==> config.mk <==
export PLATFORM = sky130hd
export DESIGN_NAME = decoder3to8_strobe
export DESIGN_NICKNAME = d
export VERILOG_FILES = /design/src/rtl/decoder3to8_strobe.sv
export SDC_FILE = /design/constraint.sdc
export NUM_CORES = 1
export LEC_CHECK = 0
export ABC_AREA = 1
export ABC_CLOCK_PERIOD_IN_PS = 2400
export BUFFER_PORTS_ARGS = -buffer_cell sky130_fd_sc_hd__buf_2
export CAP_MARGIN = 25
export CORE_MARGIN = 1
export CORE_UTILIZATION = 45
export CTS_CLUSTER_DIAMETER = 150
export DETAILED_ROUTE_END_ITERATION = 16
export PLACE_DENSITY_LB_ADDON = 0.05
export SYNTH_ARGS = -nofsm -noshare
export SYNTH_HDL_FRONTEND = slang
export SYNTH_SLANG_ARGS = --single-unit
==> constraint.sdc <==
create_clock -name clk -period 2.4 [get_ports clk]
set_clock_uncertainty 0.05 [all_clocks]
set_input_delay 0.48 -clock clk [delete_from_list [all_inputs] [get_ports clk]]
set_output_delay 0.48 -clock clk [all_outputs]
set_load 0.05 [all_outputs]
==> src/rtl/decoder3to8_strobe.sv <==
`default_nettype none
// ============================================================================
//  Module      : decoder3to8_strobe
//  Description : Registered 3-to-8 one-hot strobe generator. A 3-bit code
//                accepted over a valid/ready handshake drives y[code] high
//                for HOLD_CYCLES clocks, then y is held at zero for
//                GAP_CYCLES clocks before the next code can be accepted.
//  Ports       : clk, rst      - clock (rising edge), synchronous reset (high)
//                in_valid/in_ready/code - code handshake (ready only in IDLE)
//                abort         - cancels a running strobe or gap
//                y             - registered one-hot output
//                busy          - high while a strobe or gap is running
//                done          - one-cycle pulse when a strobe ends normally
//                code_par, err - only with DECODER3TO8_PARITY_EN: odd parity
//                                bit for code, and a one-cycle error pulse
//  Options     : `define DECODER3TO8_PARITY_EN enables the parity check.
//  Revision    : 1.0 - initial release
// ============================================================================
module decoder3to8_strobe #(
    parameter int HOLD_CYCLES = 4,
    parameter int GAP_CYCLES  = 1,
    parameter int CNT_W       = 8
) (
    input  logic       clk,
    input  logic       rst,
    input  logic       in_valid,
    output logic       in_ready,
    input  logic [2:0] code,
`ifdef DECODER3TO8_PARITY_EN
    input  logic       code_par,
    output logic       err,
`endif
    input  logic       abort,
    output logic [7:0] y,
    output logic       busy,
    output logic       done
);

    // Counters are loaded with N-1 so that "cnt==0" marks the last cycle.
    localparam logic [CNT_W-1:0] c_HOLD_LOAD = CNT_W'(HOLD_CYCLES - 1);
    localparam logic [CNT_W-1:0] c_GAP_LOAD  =
        (GAP_CYCLES == 0) ? '0 : CNT_W'(GAP_CYCLES - 1);
    localparam bit c_HAS_GAP = (GAP_CYCLES != 0);

    typedef enum logic [1:0] {
        ST_IDLE = 2'd0,
        ST_HOLD = 2'd1,
        ST_GAP  = 2'd2
    } state_t;

    state_t           r_state;
    logic [CNT_W-1:0] r_cnt;
    logic [7:0]       r_y;
    logic             r_busy;
    logic             r_done;
    logic [7:0]       w_onehot;
    logic             w_code_ok;

    assign w_onehot = 8'(1) << code;

`ifdef DECODER3TO8_PARITY_EN
    logic r_err;
    // Odd parity over {code, code_par}: a bad word is consumed but never strobed.
    assign w_code_ok = ^{code, code_par};
    assign err       = r_err;

    always_ff @(posedge clk) begin
        if (rst) begin
            r_err <= 1'b0;
        end else begin
            r_err <= (r_state == ST_IDLE) && in_valid && !w_code_ok;
        end
    end
`else
    assign w_code_ok = 1'b1;
`endif

    always_ff @(posedge clk) begin
        if (rst) begin
            r_state <= ST_IDLE;
            r_cnt   <= '0;
            r_y     <= 8'h00;
            r_busy  <= 1'b0;
            r_done  <= 1'b0;
        end else begin
            r_done <= 1'b0;
            case (r_state)
                ST_IDLE: begin
                    // abort is meaningless here; only the handshake matters.
                    if (in_valid && w_code_ok) begin
                        r_y     <= w_onehot;
                        r_cnt   <= c_HOLD_LOAD;
                        r_state <= ST_HOLD;
                        r_busy  <= 1'b1;
                    end
                end
                ST_HOLD: begin
                    // abort wins over a normal end so no done pulse escapes.
                    if (abort) begin
                        r_y     <= 8'h00;
                        r_cnt   <= '0;
                        r_state <= ST_IDLE;
                        r_busy  <= 1'b0;
                    end else if (r_cnt == '0) begin
                        r_y    <= 8'h00;
                        r_done <= 1'b1;
                        if (c_HAS_GAP) begin
                            r_cnt   <= c_GAP_LOAD;
                            r_state <= ST_GAP;
                        end else begin
                            r_state <= ST_IDLE;
                            r_busy  <= 1'b0;
                        end
                    end else begin
                        r_cnt <= r_cnt - 1'b1;
                    end
                end
                ST_GAP: begin
                    if (abort || (r_cnt == '0)) begin
                        r_cnt   <= '0;
                        r_state <= ST_IDLE;
                        r_busy  <= 1'b0;
                    end else begin
                        r_cnt <= r_cnt - 1'b1;
                    end
                end
                default: begin
                    r_y     <= 8'h00;
                    r_cnt   <= '0;
                    r_state <= ST_IDLE;
                    r_busy  <= 1'b0;
                end
            endcase
        end
    end

    assign in_ready = (r_state == ST_IDLE);
    assign y        = r_y;
    assign busy     = r_busy;
    assign done     = r_done;

endmodule
`default_nettype wire
=== Word-level counts from Yosys, hierarchy flattened ===
Cells that the tools add are included.

* Shifts and indexed selects: 1
* Order comparisons: 0
* Reductions and logical operators: 7
* Eq/ne operators: 6
* $mul: 0
* $add $sub $neg: 1
* Divide/modulo/power cells: 0
* Mux-type cells: 19
* Bitwise logic cells: 2

{| class="wikitable"
|+ Operators with widths
! cell !! number
|-
| $mux W8 || 7
|-
| $pmux W8 S3 || 2
|-
| $reduce_and A3 Y1 || 3
|-
| $logic_not A8 Y1 || 1
|-
| $mux W2 || 4
|-
| $shl A1 B3 Y8 const A || 1
|-
| $sub A8 B1 Y8 const B || 1
|-
| $ne A2 B2 Y1 const B || 3
|-
| $pmux W2 S3 || 1
|-
| $mux W1 || 4
|-
| $ne A3 B3 Y1 const B || 1
|-
| $pmux W1 S3 || 1
|-
| $reduce_or A3 Y1 || 1
|-
| $eq A2 B1 Y1 const B || 1
|-
| $eq A2 B2 Y1 const B || 1
|-
| $logic_not A2 Y1 || 1
|-
| $not A1 Y1 || 2
|-
| $logic_or A1 B1 Y1 || 1
|}

* Memories: 0
* Memory bits (writable): 0
* Bits in latches: 0
* Register bits after elaboration: 20
* Memory bits (read-only): 0
* Output and inout bits: 11

=== Depth between registers and ports, before layout ===
Gate-level depths: netlist of run 1.

* Depth in word-level cells: 4
* Gate-level depth with buffers: 11

=== Least setup slack after synthesis of run 1 ===
Ideal clock, no wire load.

* Kind: register to register
* Start: reg r_state[0]
* End: reg r_y[2], in the netlist y[2]
* Path slack: 923 ps
* Arrival: 1314 ps
* Buffers on the path: 1
* Setup time: 113 ps
* Cell stages (with the launch flop): 10
* Required time: 2237 ps
* Path through: dfxtp_1 nor2_4 nand2_4 nand2_1 nand2_2 nand2_4 buf_6 nand2_1 nand2_1 nor2_1

* Longest elaborated chain between the ends: 3
* Elaborated cells between the ends (all ways): 8
* Those cells by class: eq/ne (4); mux (1); bitwise (1); reduce/logical (2)

{| class="wikitable"
|+ RTL lines
! element !! line !! RTL
|-
| from (decl) || 51 || <nowiki>state_t r_state;</nowiki>
|-
| from (signal assigned) || 80 || <nowiki>r_state <= ST_IDLE;</nowiki>
|-
| from (signal assigned) || 93 || <nowiki>r_state <= ST_HOLD;</nowiki>
|-
| from (signal assigned) || 102 || <nowiki>r_state <= ST_IDLE;</nowiki>
|-
| $logic_not A2 Y1 (*) || - ||
|-
| net in_ready || 27 || <nowiki>output logic in_ready,</nowiki>
|-
| $ne A2 B2 Y1 (no line) || - ||
|-
| $reduce_and A3 Y1 (no line) || - ||
|-
| to (signal assigned) || 91 || <nowiki>r_y <= w_onehot;</nowiki>
|-
| to (decl) || 53 || <nowiki>logic [7:0] r_y;</nowiki>
|}

The timed path passes the listed nets; every way through them passes the cells marked *.
A chain may end at the register's enable or synchronous reset.

=== Worst setup path after layout of run 1 ===
* Start: reg r_state[1]
* End: out in_ready

* Longest elaborated chain between the ends: 1

{| class="wikitable"
|+ RTL lines
! element !! line !! RTL
|-
| $logic_not A2 Y1 || 137 || <nowiki>assign in_ready = (r_state == ST_IDLE);</nowiki>
|-
| to (decl) || 27 ||
|}

No other way between the ends.

==> results of run 1 <==
[metal layers]
metal | up-vias | part of all wire | track usage
met5 | - | 0 | 0
met4 | 0 | 0 | 0.0286
met3 | 0 | 0.034 | 0.0556
met2 | 15 | 0.44 | 0.277
met1 | 377 | 0.53 | 0.240
li1 | 501 | - | -
[worst paths after layout]
kind | startpoint | end | slack (ps) | cells past startpoint
worst min-delay path | rst | r_cnt[1] | 360 | 2
worst max register to register | r_cnt[0] | r_cnt[5] | 950 | 9
worst max-delay path | r_state[1] | in_ready | 710 | 2
worst min register to register | r_cnt[5] | r_cnt[5] | 450 | 2
[report_power, final]
group	total (mW)	internal (mW)	switching, mW
sequential	0.429	0.392	0.0367
clock	0.273	0.169	0.104
combinational	0.520	0.149	0.370
total	1.22	0.710	0.511
[logic make-up after synthesis]
family / count (synthesis) / share of synthesized area
AOI/OAI and AO/OA: 8 / 0.0412
adders and majority gates: 2 / 0.0242
xor gates and xnor gates: 5 / 0.0424
buffers and inverters: 32 / 0.131
and+or+nand+nor: 90 / 0.373
DFF: 20 / 0.388
[placed cells by master (no fill, tap or decap), types with 3 or more instances in the layout]
cell and n:
buf_2 17, a21oi_1 4, nor2_1 35, inv_1 29
dfxtp_1 20, o21ai_0 3, clkbuf_4 3, xor2_1 5
nand2_1 38, nand3_1 6
[sequential cells by signal (all words and copies together) (netlist names)]
signal,flops
r_state,2
done,1
y,8
busy,1
r_cnt,8
[final cells by class]
type	instances	area [sq um]	area share
clock inverters	1	30.0	0.0254
inverters	30	113	0.0953
repair buffers	17	85.1	0.0720
flip-flops and latches	20	400	0.339
multi-input cells	105	497	0.421
well taps	27	33.8	0.0286
clock buffers	3	22.5	0.0191
[per-stage QoR]
step	hold slack [ps]	power [mW]	util	std cells	setup slack [ps]
floorplan	407	0.872	-	157	923
global placement	422	0.948	0.547	199	917
detailed placement	434	0.959	0.547	199	868
CTS	342	1.24	0.573	203	693
global route	346	1.33	0.573	203	632
finish	358	1.22	0.573	203	713
[worst max-delay path: cells and delay by family (launching register included)]
kind	cells	cell delay, ps
simple gates	1	180
buf+inv	1	300
flops	1	370
==> flow_summary.ini, run 1 <==
[status]
status = complete, no violations

[job]
cap_viol_max_count = 0

[clock_network]
insertion_delay_ps = 310
hold_buffers = 0
cts_tree = done
postCtsSetupRepairBufs = 0
clock_path_buffers = 2
cts_made_buffers = 3
cts_resized = 0
clock-sinks = 20
htree_levels = 1
cts-root-buf = clkbuf_4
clk_pin_slew_ps = 120

[global_routing]
grt_pass1_vias = 822
gr-total-overflow = 0
grt_max_degree = 17
antenna_found_initial = 0
track_usage = 0.177
grt_pass1_wl_microns = 3380

[synth]
ys_seq_area_frac = 0.388
yosysTopAreaCellShare = 0.388
synth.area.top_cells = dfxtp_1 39%, nand2_1 14%, nor2_1 13%
postSynthCellCount = 157
synth_area_sq_um = 1030
syn-num-nets = 166
synth_edf_count = 0
synth.avg_cell_area_sq_um = 6.57
synth_most_common_cell = nand2_1
synthArstFlopShare = 0
yosysTopAreaCell = dfxtp_1
ys.warnings.count = 0
synth_ff_type = dfxtp_1
synth_top_cells_by_count = 38 x nand2_1, 35 x nor2_1, 29 x inv_1, 20 x dfxtp_1, 6 x nand3_1
synth_seq_cells = 20
synth_cell_types = 20

[drt]
totalWireLength_microns = 1850
remaining_drc_errors = 0
vias_per_cell = 4.40
wl_per_cell_microns = 9.11
num_vias = 893
drt-initial-drc-count = 18
dr.pass1.iters = 4
ant_nets = 0

[cells_and_area]
fillers = 232
syn_to_final_growth_pct = 14.4
postLayoutCellArea_sq_um = 1180
drive_gt1_frac = 0.159
diodes = 0
fin_nets = 186

[timing]
fin_tns_setup_ps = 0
timing.fmax_ghz = 0.593
slew_viol_final = 0
period_needed_ps = 1690
slew_headroom = 0.690
tightest_slew_ps = 461
hold_viol = 0
min_period_over_period = 0.703
setup_viol = 0
rsz0062_at_grt = no

[critical_path]
crit_type = flop to output pin
arrival_ps = 1160
cpPeakStageDelay_ps = 370
crit_fanout = 7
slowest_stage = dfxtp_1
endpoint_kind = output pin
startpoint_type = flop
crit_chain = nor2_4 -> buf_2
worstPathRequired_ps = 1870

[die]
ios = 18
start_util = 0.501
fp.dieH_microns = 49.9
die_w_microns = 49.9
dieArea_sq_um = 2490
rows = 16
core_area_sq_um = 2060

[power_and_ir_drop]
total_leakage_power_nw = 0.630
peakVddDrop_v = 0.000847
powerDensity_nw_per_um2 = 1030

[worst_hold_path]
hold_path_class = primary input to flop

[place]
numPortBuffers = 17
post_dp_cell_area_sq_um = 1130
place_congestion = 0.804
hpwlAfterDp_microns = 1410
Power figures use the tool's default switching activity.
==> run 2, diff against run 1 <==
--- a/config.mk
+++ b/config.mk
@@ -5,8 +5,8 @@
 export SDC_FILE = /design/constraint.sdc
 export NUM_CORES = 1
 export LEC_CHECK = 0
-export ABC_AREA = 1
-export ABC_CLOCK_PERIOD_IN_PS = 2400
+export ABC_AREA = 0
+export ABC_CLOCK_PERIOD_IN_PS = 1600
 export BUFFER_PORTS_ARGS = -buffer_cell sky130_fd_sc_hd__buf_2
 export CAP_MARGIN = 25
 export CORE_MARGIN = 1
==> constraint.sdc (replaced) <==
create_clock -name clk -period 1.6 [get_ports clk]
set_clock_uncertainty 0.05 [all_clocks]
set_input_delay 0.32 -clock clk [delete_from_list [all_inputs] [get_ports clk]]
set_output_delay 0.32 -clock clk [all_outputs]
set_load 0.05 [all_outputs]
==> run 2 against run 1 <==
  * The flow now finishes with violations (setup timing)
  * Non-clock buffer count grew 21
  * Final cell count shrank 10%
  * Clock power grew 9.9%
  * Final area grew 20%
  * Combinational power shrank 1%
  * Sequential power grew 32%
  * Critical path depth grew 4
  * Register-to-register slack lost 990 ps
  * Synthesized cell count shrank 24%
  * Die area shrank 3.0%
  * Critical endpoint is now y[6]
==> flow_summary.ini, run 2 <==
[status]
status = complete, but fails checks
violations = setup timing

[critical_path]
endpoint_kind = flop
rrSetupSlack_ps = -40
cp-endpoint = y[6]
arrival_ps = 1830
crit_type = flop to flop
r2r-end = y[6]
slowest_stage = or4_1
worstPathRequired_ps = 1790
reg2reg_from = r_cnt[1]
crit_chain = inv_2 -> ha_4 -> nor3b_4 -> a211oi_4 -> or4_1 -> a21oi_2
crit_fanout = 6
critical_path.startpoint = r_cnt[1]
startpoint_type = flop
ff2ff_path_depth = 6
cpPeakStageDelay_ps = 490

[global_routing]
grt_pass1_wl_microns = 3700
track_usage = 0.192
grt_max_degree = 15
grt_pass1_vias = 899
antenna_found_initial = 0
gr-total-overflow = 0

[die]
ios = 18
rows = 16
start_util = 0.494
dieArea_sq_um = 2410
core_area_sq_um = 2020
fp.dieH_microns = 49.1
die_w_microns = 49.1

[synth]
synth_cell_types = 34
yosysTopAreaCell = dfxtp_1
ys.warnings.count = 0
synth_area_sq_um = 1000
syn-num-nets = 128
synth_top_cells_by_count = 20 x dfxtp_1, 16 x a21oi_1, 14 x nor2_1, 10 x o21ai_0
synthArstFlopShare = 0
yosysTopAreaCellShare = 0.401
synth_edf_count = 0
synth_most_common_cell = dfxtp_1
ys_seq_area_frac = 0.401
synth_seq_cells = 20
synth.area.top_cells = dfxtp_1 40%, a21oi_1 8.0%, nor2_1 5.3%
postSynthCellCount = 119
synth.avg_cell_area_sq_um = 8.40
synth_ff_type = dfxtp_1

[timing]
slew_viol_final = 0
rsz0062_at_grt = yes
tightest_slew_ps = 534
slew_headroom = 0.644
timing.fmax_ghz = 0.609
setup_viol = 8
min_period_over_period = 1.03
fin_tns_setup_ps = -157
period_needed_ps = 1640
fin_ws_ps = -41.0
hold_viol = 0

[power_and_ir_drop]
total_leakage_power_nw = 0.585
powerDensity_nw_per_um2 = 973
total_power_mw = 1.38
peakVddDrop_v = 0.000489

[drt]
drt-initial-drc-count = 23
remaining_drc_errors = 0
vias_per_cell = 5.26
num_vias = 958
wl_per_cell_microns = 12.7
dr.pass1.iters = 4
ant_nets = 0
totalWireLength_microns = 2300

[cells_and_area]
fillers = 162
fin_nets = 165
diodes = 0
final_cell_mix = 19 x buf_4, 16 x dfxtp_1, 16 x buf_2, 13 x nor2_1, 9 x a21oi_1
instances_no_fill = 182
final_common_cell = buf_4
postLayoutCellArea_sq_um = 1420
drive_gt1_frac = 0.445
syn_to_final_growth_pct = 41.8

[place]
place_ws_ps = -105
place_congestion = 0.726
hpwlAfterDp_microns = 1600
numPortBuffers = 17
post_dp_cell_area_sq_um = 1230
dp_cells = 172

[clock_network]
clock_path_buffers = 2
clk_pin_slew_ps = 120
insertion_delay_ps = 300
cts-root-buf = clkbuf_4
cts_tree = done
cts_made_buffers = 3
htree_levels = 1
clock-sinks = 20
hold_buffers = 0

[job]
cap_viol_max_count = 0

[worst_hold_path]
hold_path_class = primary input to flop
## run 2: layout make-up
type	count	area, sq um	share of cell area
repair buffers	38	256	0.181
well taps	27	33.8	0.0238
inverters	4	15.0	0.0106
flip-flops and latches	20	405	0.286
multi-input cells	89	671	0.473
clock buffers	4	36.3	0.0256
## run 2: worst min-delay path by stage
stage                       endpoint    start  depth (start not counted)  slack [ps]
after floorplan                 done    abort                          1         350
after detailed placement        y[4]     y[4]                          2         410
after global placement          y[1]     y[1]                          2         400
after CTS                 r_state[1]    abort                          2         280
final                           y[0]  code[1]                          4         300
after global routing            y[4]  code[1]                          4         330
## run 2: per-layer routing
layer | GRT usage | up-vias | part of all wire
li1 | - | 494 | -
met5 | 0 | - | 0
met1 | 0.232 | 450 | 0.48
met3 | 0.0280 | 2 | 0.019
met4 | 0.0588 | 0 | 0.0061
met2 | 0.345 | 12 | 0.50
## run 2: report_power, final
| part | internal [mW] | total (mW) | switching, mW |
|---|---|---|---|
| combinational | 0.233 | 0.515 | 0.282 |
| sequential | 0.534 | 0.565 | 0.0306 |
| clock | 0.139 | 0.300 | 0.161 |
| total | 0.906 | 1.38 | 0.474 |
## run 2: stage by stage
stage          hold slack, ps  utilization
3_5_place_dp              412        0.611
5_1_grt                   332        0.701
3_3_place_gp              405        0.611
6_report                  298        0.701
2_1_floorplan             349            -
4_1_cts                   278        0.662
## run 2: kinds of logic after synthesis
| family | after synthesis | share of synthesized area |
|---|---|---|
| muxes | 1 | 0.0100 |
| DFF | 20 | 0.400 |
| and+or+nand+nor | 47 | 0.278 |
| adders and majority gates | 2 | 0.0250 |
| AOI/OAI and AO/OA | 32 | 0.184 |
| buffers and inverters | 11 | 0.0501 |
| xor gates and xnor gates | 6 | 0.0526 |
## run 2: repair_timing
item | in CTS | in global routing
setup buffers | 3 | 3
setup endpoints to repair | 14 | 13
gates resized for setup | 10 | 18
pin swaps | 6 | 15
gates cloned | 0 | 1
## run 2: worst max-delay path, delay by kind of cell, from the launching register on
family | cells | cell delay [ps]
AO/OA/AOI/OAI | 2 | 250
buffers and inverters | 1 | 70
adder cells (fa/ha/maj) | 1 | 120
AND/OR/NAND/NOR | 2 | 750
flip-flops | 1 | 340
==> run 3, diff against run 2 <==
--- a/config.mk
+++ b/config.mk
@@ -10,7 +10,7 @@
 export BUFFER_PORTS_ARGS = -buffer_cell sky130_fd_sc_hd__buf_2
 export CAP_MARGIN = 25
 export CORE_MARGIN = 1
-export CORE_UTILIZATION = 45
+export CORE_UTILIZATION = 53
 export CTS_CLUSTER_DIAMETER = 150
 export DETAILED_ROUTE_END_ITERATION = 16
 export PLACE_DENSITY_LB_ADDON = 0.05
==> run 3 against run 2 <==
  * The flow still finishes with violations (setup timing)
  * Via count rose by 2.2%
  * Fmax is 1.1% higher
  * Clock-buffer cell count decreased by 1
  * Worst hold slack worse by 4.4 ps
  * Largest power group unchanged
==> flow_summary.ini, run 3 (same netlist as run 2, synthesis figures left out) <==
[timing]
tightest_slew_ps = 495
fin_ws_ps = -23.2
rsz0062_at_grt = yes
slew_headroom = 0.670
setup_viol = 3
timing.fmax_ghz = 0.616
period_needed_ps = 1620
slew_viol_final = 0
min_period_over_period = 1.01
hold_viol = 0

[place]
place_congestion = 0.813
place_ws_ps = -146
numPortBuffers = 17
hpwlAfterDp_microns = 1660
dp_cells = 170

[job]
cap_viol_max_count = 0

[cells_and_area]
diodes = 0
instances_no_fill = 175
fin_util = 0.773
fillers = 138
regArea_sq_um = 407
fin_nets = 161
final_cell_mix = 17 x buf_4, 16 x buf_2, 15 x dfxtp_1, 13 x nor2_1, 10 x o21ai_0
multi_input_area_sq_um = 643
final_common_cell = buf_4
drive_gt1_frac = 0.420
syn_to_final_growth_pct = 34.9

[global_routing]
grt_pass1_wl_microns = 3650
grt_max_degree = 15
track_usage = 0.249
antenna_found_initial = 0
grt_pass1_vias = 914
gr-total-overflow = 0

[die]
fp.dieH_microns = 45.4
start_util = 0.573
dieArea_sq_um = 2060
die_w_microns = 45.4
core_area_sq_um = 1750
ios = 18
rows = 15

[clock_network]
cts_tree = done
cts-root-buf = clkbuf_4
htree_levels = 1
clock-sinks = 20
insertion_delay_ps = 290
cts_made_buffers = 3
clock_path_buffers = 2
clk_pin_slew_ps = 110

[worst_hold_path]
hold_path_class = primary input to flop

[drt]
vias_per_cell = 5.59
wl_per_cell_microns = 13.5
num_vias = 979
ant_nets = 0
dr.pass1.iters = 4
remaining_drc_errors = 0
totalWireLength_microns = 2360
drt-initial-drc-count = 16

[critical_path]
worstPathRequired_ps = 1790
crit_type = flop to flop
endpoint_kind = flop
startpoint_type = flop
crit_fanout = 8
arrival_ps = 1810

[power_and_ir_drop]
peakVddDrop_v = 0.000687
total_leakage_power_nw = 0.560
powerDensity_nw_per_um2 = 940

[status]
status = complete, but fails checks
violations = setup timing
run 3: layer usage:
metal,vias up,share of wire,wire length (microns),track usage
met3,4,0.025,59,0.0397
met5,-,0,0,0
met2,17,0.53,1240,0.454
met4,0,0.014,33,0.133
li1,482,-,-,-
met1,476,0.43,1020,0.270
run 3: timing repair:
item                       CTS  global route
setup endpoints to repair   15            16
gates resized for setup      8            12
pin swaps                   11             4
buffers inserted             3             0
hold buffers                 0             0
run 3: final timing paths:
kind                  from         end  cells after the start  slack, ps
setup / recovery  r_cnt[0]        y[7]                      6        -20
hold / removal       abort  r_state[1]                      2        290
setup reg to reg  r_cnt[0]        y[7]                      6        -20
hold reg to reg       y[0]        y[0]                      2        430
run 3: per-stage QoR:
step	setup TNS [ps]	power, mW	cell area, sq um	hold WS [ps]
floorplan	0	0.845	1030	349
finish	-62.7	1.27	1350	294
detailed placement	-1120	0.975	1230	419
global route	-413	1.34	1350	281
global placement	-308	0.964	1230	406
CTS	-91.1	1.23	1300	270
run 3: critical path, stage by stage (launching register included):
cell and delay [ps]:
dfxtp_2 340, inv_2 70, ha_4 130, nor3b_4 230
a211oi_4 120, or4_4 500, a21oi_2 130
run 3: layout make-up:
cell class,instances,share of cell area
well taps,25,0.0232
repair buffers,35,0.171
flip-flops and latches,20,0.301
clock buffers,3,0.0167
inverters,4,0.0111
multi-input cells,88,0.477
run 3: where the power goes:
part,internal (mW),total [mW],switching [mW],leakage [nW]
Sequential,0.534,0.567,0.0322,0.165
Combinational,0.205,0.465,0.260,0.381
Clock,0.0876,0.236,0.149,0.0138
Total,0.827,1.27,0.441,0.560
